<file path="config.mk">
export PLATFORM = sky130hd
export DESIGN_NAME = iiitb_sdm_param
export DESIGN_NICKNAME = d
export VERILOG_FILES = /design/src/rtl/iiitb_sdm_pkg.sv /design/src/rtl/iiitb_sat_cnt.sv /design/src/rtl/iiitb_sdm_param.sv
export SDC_FILE = /design/constraint.sdc
export NUM_CORES = 1
export LEC_CHECK = 0
export ABC_CLOCK_PERIOD_IN_PS = 2900
export CAP_MARGIN = 20
export CORE_UTILIZATION = 30
export DETAILED_ROUTE_END_ITERATION = 8
export MAX_ROUTING_LAYER = met4
export PLACE_DENSITY = 0.56
export SYNTH_ARGS = -nofsm -noshare
export SYNTH_HDL_FRONTEND = slang
export SYNTH_SLANG_ARGS = --single-unit
</file>
<file path="constraint.sdc">
create_clock -name clk -period 2.9 [get_ports clk]
set_input_delay 0.29 -clock clk [delete_from_list [all_inputs] [get_ports clk]]
set_output_delay 0.29 -clock clk [all_outputs]
set_load 0.03 [all_outputs]
</file>
<file path="src/rtl/iiitb_sdm_pkg.sv">
// Shared constants for the programmable serial sequence detector family.
package iiitb_sdm_pkg;

    // Pattern the original fixed detector looked for; default reset pattern.
    localparam logic [3:0] SDM_PAT_1010 = 4'b1010;

    // Widest pattern window supported by the detector.
    localparam int SDM_PAT_W_MAX = 32;

    // Matching modes carried on the overlap input.
    localparam logic SDM_MODE_OVERLAP = 1'b1;
    localparam logic SDM_MODE_NONOVL  = 1'b0;

    typedef enum logic {
        MODE_NONOVL  = SDM_MODE_NONOVL,
        MODE_OVERLAP = SDM_MODE_OVERLAP
    } sdm_mode_e;

endpackage

</file>
<file path="src/rtl/iiitb_sat_cnt.sv">
// Saturating up-counter with synchronous clear; clear wins over increment.
module iiitb_sat_cnt #(
    parameter int CNT_W = 8
) (
    input  logic             clk,
    input  logic             reset,
    input  logic             inc,
    input  logic             clr,
    output logic [CNT_W-1:0] cnt
);

    // Count up on inc, stick at all-ones, clear has priority.
    always_ff @(posedge clk or posedge reset) begin
        if (reset)
            cnt <= '0;
        else if (clr)
            cnt <= '0;
        else if (inc && (cnt != {CNT_W{1'b1}}))
            cnt <= cnt + CNT_W'(1);
    end

endmodule

</file>
<file path="src/rtl/iiitb_sdm_param.sv">
// Programmable, maskable serial sequence detector with overlap control,
// saturating match counter and sticky match flag.
module iiitb_sdm_param
    import iiitb_sdm_pkg::*;
#(
    parameter int               PAT_W    = 4,
    parameter int               CNT_W    = 8,
    parameter logic [PAT_W-1:0] RST_PAT  = PAT_W'(SDM_PAT_1010),
    parameter logic [PAT_W-1:0] RST_MASK = {PAT_W{1'b1}}
) (
    input  logic             clk,
    input  logic             reset,
    input  logic             din,
    input  logic             din_vld,
    input  logic             pat_ld,
    input  logic [PAT_W-1:0] pat_in,
    input  logic [PAT_W-1:0] mask_in,
    input  logic             overlap,
    input  logic             clr_cnt,
    output logic             y,
    output logic [CNT_W-1:0] match_cnt,
    output logic             sticky,
    output logic             busy
);

    localparam int FILL_W = $clog2(PAT_W + 1);
    localparam logic [FILL_W-1:0] FILL_FULL = FILL_W'(PAT_W);

    logic [PAT_W-1:0]  history;
    logic [PAT_W-1:0]  pattern;
    logic [PAT_W-1:0]  mask;
    logic [FILL_W-1:0] fill;

    logic [PAT_W-1:0]  history_next;
    logic [FILL_W-1:0] fill_inc;
    logic              sample;
    logic              hit;
    sdm_mode_e         mode;

    // A load cycle swallows any valid bit presented with it.
    assign sample = din_vld && !pat_ld;
    assign mode   = sdm_mode_e'(overlap);

    // Next-state window and match decision, evaluated on post-shift values.
    always_comb begin
        history_next = history;
        fill_inc     = fill;
        hit          = 1'b0;
        if (sample) begin
            history_next = {history[PAT_W-2:0], din};
            fill_inc     = (fill == FILL_FULL) ? fill : fill + FILL_W'(1);
            hit          = (fill_inc == FILL_FULL) &&
                           (((history_next ^ pattern) & mask) == '0);
        end
    end

    // Window state: pattern/mask load, shift history, track fill level.
    always_ff @(posedge clk or posedge reset) begin
        if (reset) begin
            history <= '0;
            fill    <= '0;
            pattern <= RST_PAT;
            mask    <= RST_MASK;
        end else if (pat_ld) begin
            pattern <= pat_in;
            mask    <= mask_in;
            fill    <= '0;
        end else if (sample) begin
            history <= history_next;
            // Non-overlapping mode keeps history but demands a fresh window.
            if (hit && (mode == MODE_NONOVL))
                fill <= '0;
            else
                fill <= fill_inc;
        end
    end

    // Registered match pulse and sticky flag; clr_cnt beats a new match.
    always_ff @(posedge clk or posedge reset) begin
        if (reset) begin
            y      <= 1'b0;
            sticky <= 1'b0;
        end else begin
            y <= hit;
            if (clr_cnt)
                sticky <= 1'b0;
            else if (hit)
                sticky <= 1'b1;
        end
    end

    iiitb_sat_cnt #(.CNT_W(CNT_W)) u_cnt (
        .clk   (clk),
        .reset (reset),
        .inc   (hit),
        .clr   (clr_cnt),
        .cnt   (match_cnt)
    );

    assign busy = (fill != FILL_FULL);

endmodule

</file>
==> flow_metrics.py, run 1 <==
metrics = {
    "status": {
        "outcome": "finished, final reports clean",
    },
    "power_and_ir_drop": {
        "pwr-share-seq_pct": 49.5,
        "switching_share_pct": 21.6,
        "combPwrFrac_pct": 13.6,
        "power_density_nw_per_um2": 490,
        "p_int_uw": 609,
        "switchingPower_uw": 167,
        "max-vdd-ir-drop_v": 0.000316,
        "p_leak_uw": 0.000640,
        "power.clock.fraction_pct": 37.0,
    },
    "clock_network": {
        "cts-root-buf": "clkbuf_8",
        "ctsHtreeMaxLevel": 1,
        "post_cts_buffers": 0,
        "cts.path.max_buffers": 2,
        "cts_resized": 0,
        "clk_latency_ns": 0.26,
        "clock_sinks": 24,
        "cts_buffers": 3,
        "ctsHoldBuffers": 0,
        "cts_tree": "done",
        "clkTransAtPathRegs_ns": 0.09,
    },
    "sta": {
        "layout_min_cycle_time_ns": 2.09,
        "hold_violations": 0,
        "worst_pin_slew_ns": 0.889,
        "fin_crit_sh_pct": 72.0,
        "fmax_mhz": 479,
        "maxSlewViolCount": 0,
        "finalSetupViolCount": 0,
        "maxSlewHeadroom_pct": 40.7,
        "skew_ns": 0.00478,
        "rsz0062_at_grt": "false",
        "holdWs_ns": 0.509,
        "tns_ns": 0,
    },
    "placed_design": {
        "globalplace.congestion": 0.778,
        "place_inst": 178,
        "dpl.hpwl_mm": 1.71,
        "port_buffers": 25,
        "placed_area_sq_um": 1510,
    },
    "worst_setup_path": {
        "start_kind": "register",
        "worstSetupPathType": "reg -> out",
        "cp.arrival_ns": 1.80,
        "crit_fanout": 4,
        "cp-end-kind": "output port",
        "required_ns": 2.61,
    },
    "synth": {
        "yosys-top-cells-area": "dfrtp_1 (37%), dfstp_2 (13%), mux2_2 (10%), a21oi_1 (3.3%), ha_1 (3.1%)",
        "netlist_instances": 108,
        "synth_top_cell_by_area": "dfrtp_1",
        "yosys.cell_types.count": 31,
        "yosysTopAreaCellShare_pct": 37.2,
        "yosys_warnings": 0,
        "synth_area_per_cell_sq_um": 11.2,
        "synth-seq-cells": 24,
        "yosysSeqAreaShare_pct": 50.2,
        "syn_nets": 126,
        "syn_area_sq_um": 1210,
    },
    "layout": {
        "layout-drive-gt1-share_pct": 20.9,
        "n_antenna_cell": 0,
        "fin_area_sq_um": 1580,
        "multi_input_area_sq_um": 564,
        "fin_cells": 182,
        "area_growth_pct": 30.7,
        "final_nets": 153,
        "nFillCells": 343,
        "regArea_sq_um": 608,
    },
    "floorplanning": {
        "initial_utilization_pct": 32.1,
        "die_w_um": 65.6,
        "die_area_sq_um": 4300,
        "io_pins": 26,
        "die_h_um": 65.6,
        "core_sq_um": 3770,
        "rows": 22,
    },
    "grt": {
        "grt.overflow.total": 0,
        "grt_pass1_wl_mm": 4.00,
        "first_global_vias": 879,
        "grt_max_degree": 25,
        "antenna_found_initial": 0,
        "globalRouteTotalUtil_pct": 12.5,
    },
    "route": {
        "drtPass1Iterations": 4,
        "ant_nets": 0,
        "avgRoutedWirePerCell_um": 12.6,
        "drt-initial-drc-count": 19,
        "routed_wl_mm": 2.29,
        "routed_via_density": 4.86,
        "vias": 884,
        "drc": 0,
    },
    "run": {
        "cap_violations": 0,
    },
    "worst_hold_path": {
        "hold_class": "in -> async",
    },
}
Yosys cell counts, drive strengths merged:
cell,count
o21ai,3
mux2i,1
o31ai,4
nor4,1
nand4b,1
and2b,1
a311oi,1
o211a,1
or4,2
nand3b,1
a22oi,2
mux2,12
dfstp,6
buf,2
ha,3
xnor2,1
a32oi,1
xor2,4
and4,1
dfrtp,18
or3,4
clkbuf,2
inv,6
nor2b,1
nand2,5
nand2b,3
nand3,4
a21oi,8
nor2,9
power groups by stage:
stage	registers, uW	logic (uW)	clock network, uW
after floorplan	386	74.4	0
after global placement	391	105	0
after detailed placement	392	106	0
after CTS	385	107	296
after global routing	387	117	312
final	384	105	287
cells in the final DEF (no fill, tap or decap), types with 2 or more instances in the layout:
cell type	Yosys	layout
nand3_1	4	4
ha_1	3	3
nand2_1	5	5
clkdlybuf4s50_1	0	25
dfstp_2	6	6
a21oi_1	8	8
nor2_1	9	9
or4_1	2	2
xor2_1	4	4
inv_1	5	5
a22oi_2	2	2
dfrtp_1	18	18
clkbuf_8	0	3
o21ai_1	3	3
or3_1	4	4
o31ai_1	4	4
mux2_2	11	11
nand2b_1	3	3
through the flow:
step / power [uW] / util (%) / worst slack [ns]
6_report: 777 / 42.0 / 0.812
5_1_grt: 817 / 42.0 / 0.656
4_1_cts: 788 / 42.0 / 0.808
3_5_place_dp: 498 / 40.1 / 0.726
3_3_place_gp: 495 / 40.1 / 0.788
2_1_floorplan: 460 / - / 1.10
cell families (layout without fill, tap and decap cells):
family / count (synthesis) / count (layout) / share of synthesized area [%]
xor+xnor: 5 / 5 / 3.61
buf+inv: 10 / 36 / 3.30
flops: 24 / 24 / 50.2
simple gates: 33 / 33 / 15.9
mux: 13 / 13 / 12.0
compound gates: 20 / 20 / 12.0
fa+ha+maj: 3 / 3 / 3.10
registers in the layout, summed over array words and instances (netlist names):
name	flops
fill	3
history	3
mask	4
pattern	4
sticky	1
u_cnt.cnt	8
y	1
routing by layer:
layer  wire length, um  up-vias  global-route usage, %
met5                 0        -                      -
met4                27        0                   4.08
met3                48        2                   1.56
met2              1120       12                   20.9
li1                  -      442                      -
met1              1100      428                   15.7
worst max-delay path, stage by stage (launching register included):
cell and delay, ns:
dfrtp_1 0.40, inv_1 0.09, ha_1 0.24, nand2_1 0.13, clkdlybuf4s50_1 0.69
area by class of cell:
class,instances,area share (%)
sequential,24,38.4
clock buffer,3,2.61
multi-input combinational,74,35.6
tap,48,3.79
inverter,6,1.42
timing repair buffer,26,16.3
clock inverter,1,1.90
final timing paths:
kind | start | endpoint | slack, ns | depth (start not counted)
max reg2reg | fill[0] | u_cnt.cnt[4] | 0.84 | 7
max in group asynchronous | reset | pattern[2] | 1.84 | 2
max | fill[0] | busy | 0.81 | 4
min reg2reg | sticky | sticky | 0.53 | 2
min | reset | sticky | 0.51 | 2
min in group clk | sticky | sticky | 0.53 | 2
Note: power is estimated with default switching activity, not from simulation.
==> run 2: changes to the inputs <==
Settings changed: ABC_CLOCK_PERIOD_IN_PS 2900 to 1700, PLACE_DENSITY 0.56 to 0.58.
Clock period 2.9 ns to 1.7 ns, I/O delays scaled along.
==> flow_metrics.py, run 2 (synthesis gave the netlist of run 1 again) <==
metrics = {
    "layout": {
        "largest_reg_flops": 8,
        "regArea_sq_um": 612,
        "final_nets": 175,
        "layout-drive-gt1-share_pct": 45.5,
        "largest_registers": "u_cnt.cnt x8, mask x4, pattern x4",
        "nFillCells": 329,
        "final_common_cell": "clkdlybuf4s50_1",
        "n_antenna_cell": 0,
        "final_cell_mix": "clkdlybuf4s50_1 (24), buf_4 (19), dfrtp_1 (15)",
        "top_register": "u_cnt.cnt",
        "multi_input_area_sq_um": 689,
        "area_growth_pct": 55.3,
        "fin_area_sq_um": 1880,
    },
    "route": {
        "drtPass1Iterations": 4,
        "drt-initial-drc-count": 17,
        "routed_via_density": 4.85,
        "route.met2.wl_mm": 1.51,
        "top_layer_used": "met4",
        "drc": 0,
        "avgRoutedWirePerCell_um": 13.8,
        "wl_met1_mm": 1.21,
        "wl_met3_um": 55,
        "routed_wl_mm": 2.82,
        "ant_nets": 0,
        "vias": 989,
    },
    "sta": {
        "fin_crit_sh_pct": 106,
        "rsz0062_at_grt": "true",
        "setup_ws_ns": -0.104,
        "worst_pin_slew_ns": 0.478,
        "fmax_mhz": 554,
        "layout_min_cycle_time_ns": 1.80,
        "skew_ns": 0.00112,
        "finalSetupViolCount": 9,
        "maxSlewViolCount": 0,
        "maxSlewHeadroom_pct": 68.1,
        "hold_violations": 0,
    },
    "worst_setup_path": {
        "path_cells": "inv_2, ha_4, a21oi_2, a32oi_2, nand4b_4, or4_1, a21oi_2",
        "worst_path_max_delay_cell": "or4_1",
        "crit_fanout": 6,
        "worstSetupPathType": "reg -> reg",
        "start_kind": "register",
        "startpoint": "fill[0]",
        "ff2ff_setup_slack_ns": -0.10,
        "cp-end-kind": "register",
        "timing.rr.start": "fill[0]",
        "required_ns": 1.90,
        "slowest_delay_ns": 0.44,
        "crit_top_cell": "a21oi_2",
        "cp.arrival_ns": 2.00,
    },
    "clock_network": {
        "cts_tree": "done",
        "ctsHtreeMaxLevel": 1,
        "cts.path.max_buffers": 2,
        "clkTransAtPathRegs_ns": 0.09,
        "clk_latency_ns": 0.27,
        "cts-root-buf": "clkbuf_8",
        "cts_buffers": 3,
        "clock_sinks": 24,
    },
    "grt": {
        "grt_max_degree": 25,
        "globalRouteTotalUtil_pct": 15.6,
        "grt.overflow.total": 0,
        "first_global_vias": 1109,
        "antenna_found_initial": 0,
        "grt_pass1_wl_mm": 5.00,
    },
    "floorplanning": {
        "rows": 22,
        "die_w_um": 65.6,
        "die_h_um": 65.6,
        "io_pins": 26,
        "initial_utilization_pct": 32.1,
        "core_sq_um": 3770,
        "die_area_sq_um": 4300,
    },
    "power_and_ir_drop": {
        "power_density_nw_per_um2": 752,
        "p_int_uw": 1080,
        "combPwrFrac_pct": 18.0,
        "switchingPower_uw": 333,
        "switching_share_pct": 23.5,
        "power.clock.fraction_pct": 35.7,
        "p_leak_uw": 0.000759,
        "max-vdd-ir-drop_v": 0.000358,
        "pwr-share-seq_pct": 46.3,
    },
    "worst_hold_path": {
        "hold_class": "in -> async",
    },
    "placed_design": {
        "globalplace.congestion": 0.814,
        "placed_area_sq_um": 1640,
        "dp_worst_setup_slack_ns": -0.260,
        "port_buffers": 25,
        "dpl.hpwl_mm": 1.86,
    },
    "status": {
        "violations": "negative setup slack",
        "outcome": "finished, violations left",
    },
    "run": {
        "cap_violations": 0,
    },
}
[run 2: cell count changes in the layout (fill, tap and decap cells not counted), sizes merged]
| cell | change |
|---|---|
| nand4b | +1 |
| buf | +21 |
| dlygate4sd2 | +1 |
| clkdlybuf4s50 | -1 |
[run 2: final cells by class]
class / instances / share of cell area, %
clock buffers: 3 / 2.19
repair buffers: 47 / 22.6
clock inverters: 1 / 1.59
inverters: 6 / 1.33
flip-flops and latches: 24 / 32.5
well taps: 48 / 3.19
multi-input cells: 75 / 36.6
[run 2: critical path, delay by kind of cell (launching register included)]
family                   cells  cell delay [ns]
AO/OA/AOI/OAI                3             0.33
adder cells (fa/ha/maj)      1             0.20
buffers and inverters        1             0.09
flip-flops                   1             0.41
AND/OR/NAND/NOR              2             0.69
[run 2: per-layer routing]
layer	vias up	global-route usage (%)
met5	-	-
met4	0	7.34
met3	4	1.39
met2	14	27.6
met1	492	17.6
li1	479	-
[run 2: worst paths after layout]
kind                       cells after the start      endpoint
hold reg to reg                                1    pattern[2]
min in group clk                               2    pattern[3]
setup / recovery                               7  u_cnt.cnt[3]
max in group asynchronous                      3       mask[2]
hold / removal                                 3             y
setup reg to reg                               7  u_cnt.cnt[3]
[run 2: through the flow]
step | util, % | hold slack [ns] | std cells | setup TNS, ns | power, uW
final | 49.9 | 0.230 | 204 | -0.590 | 1420
after global placement | 43.6 | 0.491 | 192 | -1.04 | 866
after detailed placement | 43.6 | 0.485 | 192 | -1.60 | 875
after global routing | 49.9 | 0.272 | 204 | -1.36 | 1480
after CTS | 48.4 | 0.238 | 203 | -0.462 | 1420
after floorplan | - | 0.180 | 108 | 0 | 791
[run 2: power groups by stage]
stage | sequential, uW | clock [uW] | combinational, uW
after floorplan | 658 | 0 | 133
after detailed placement | 666 | 0 | 208
after CTS | 656 | 518 | 249
after global placement | 665 | 0 | 202
after global routing | 661 | 546 | 276
final | 656 | 505 | 255
[run 2: timing repair]
item | in CTS | in global routing
setup buffers | 6 | 2
setup endpoints to repair | 10 | 10
resized for setup | 12 | 11
cloned | 1 | 0
pin swaps | 7 | 3
hold buffers | 0 | 0
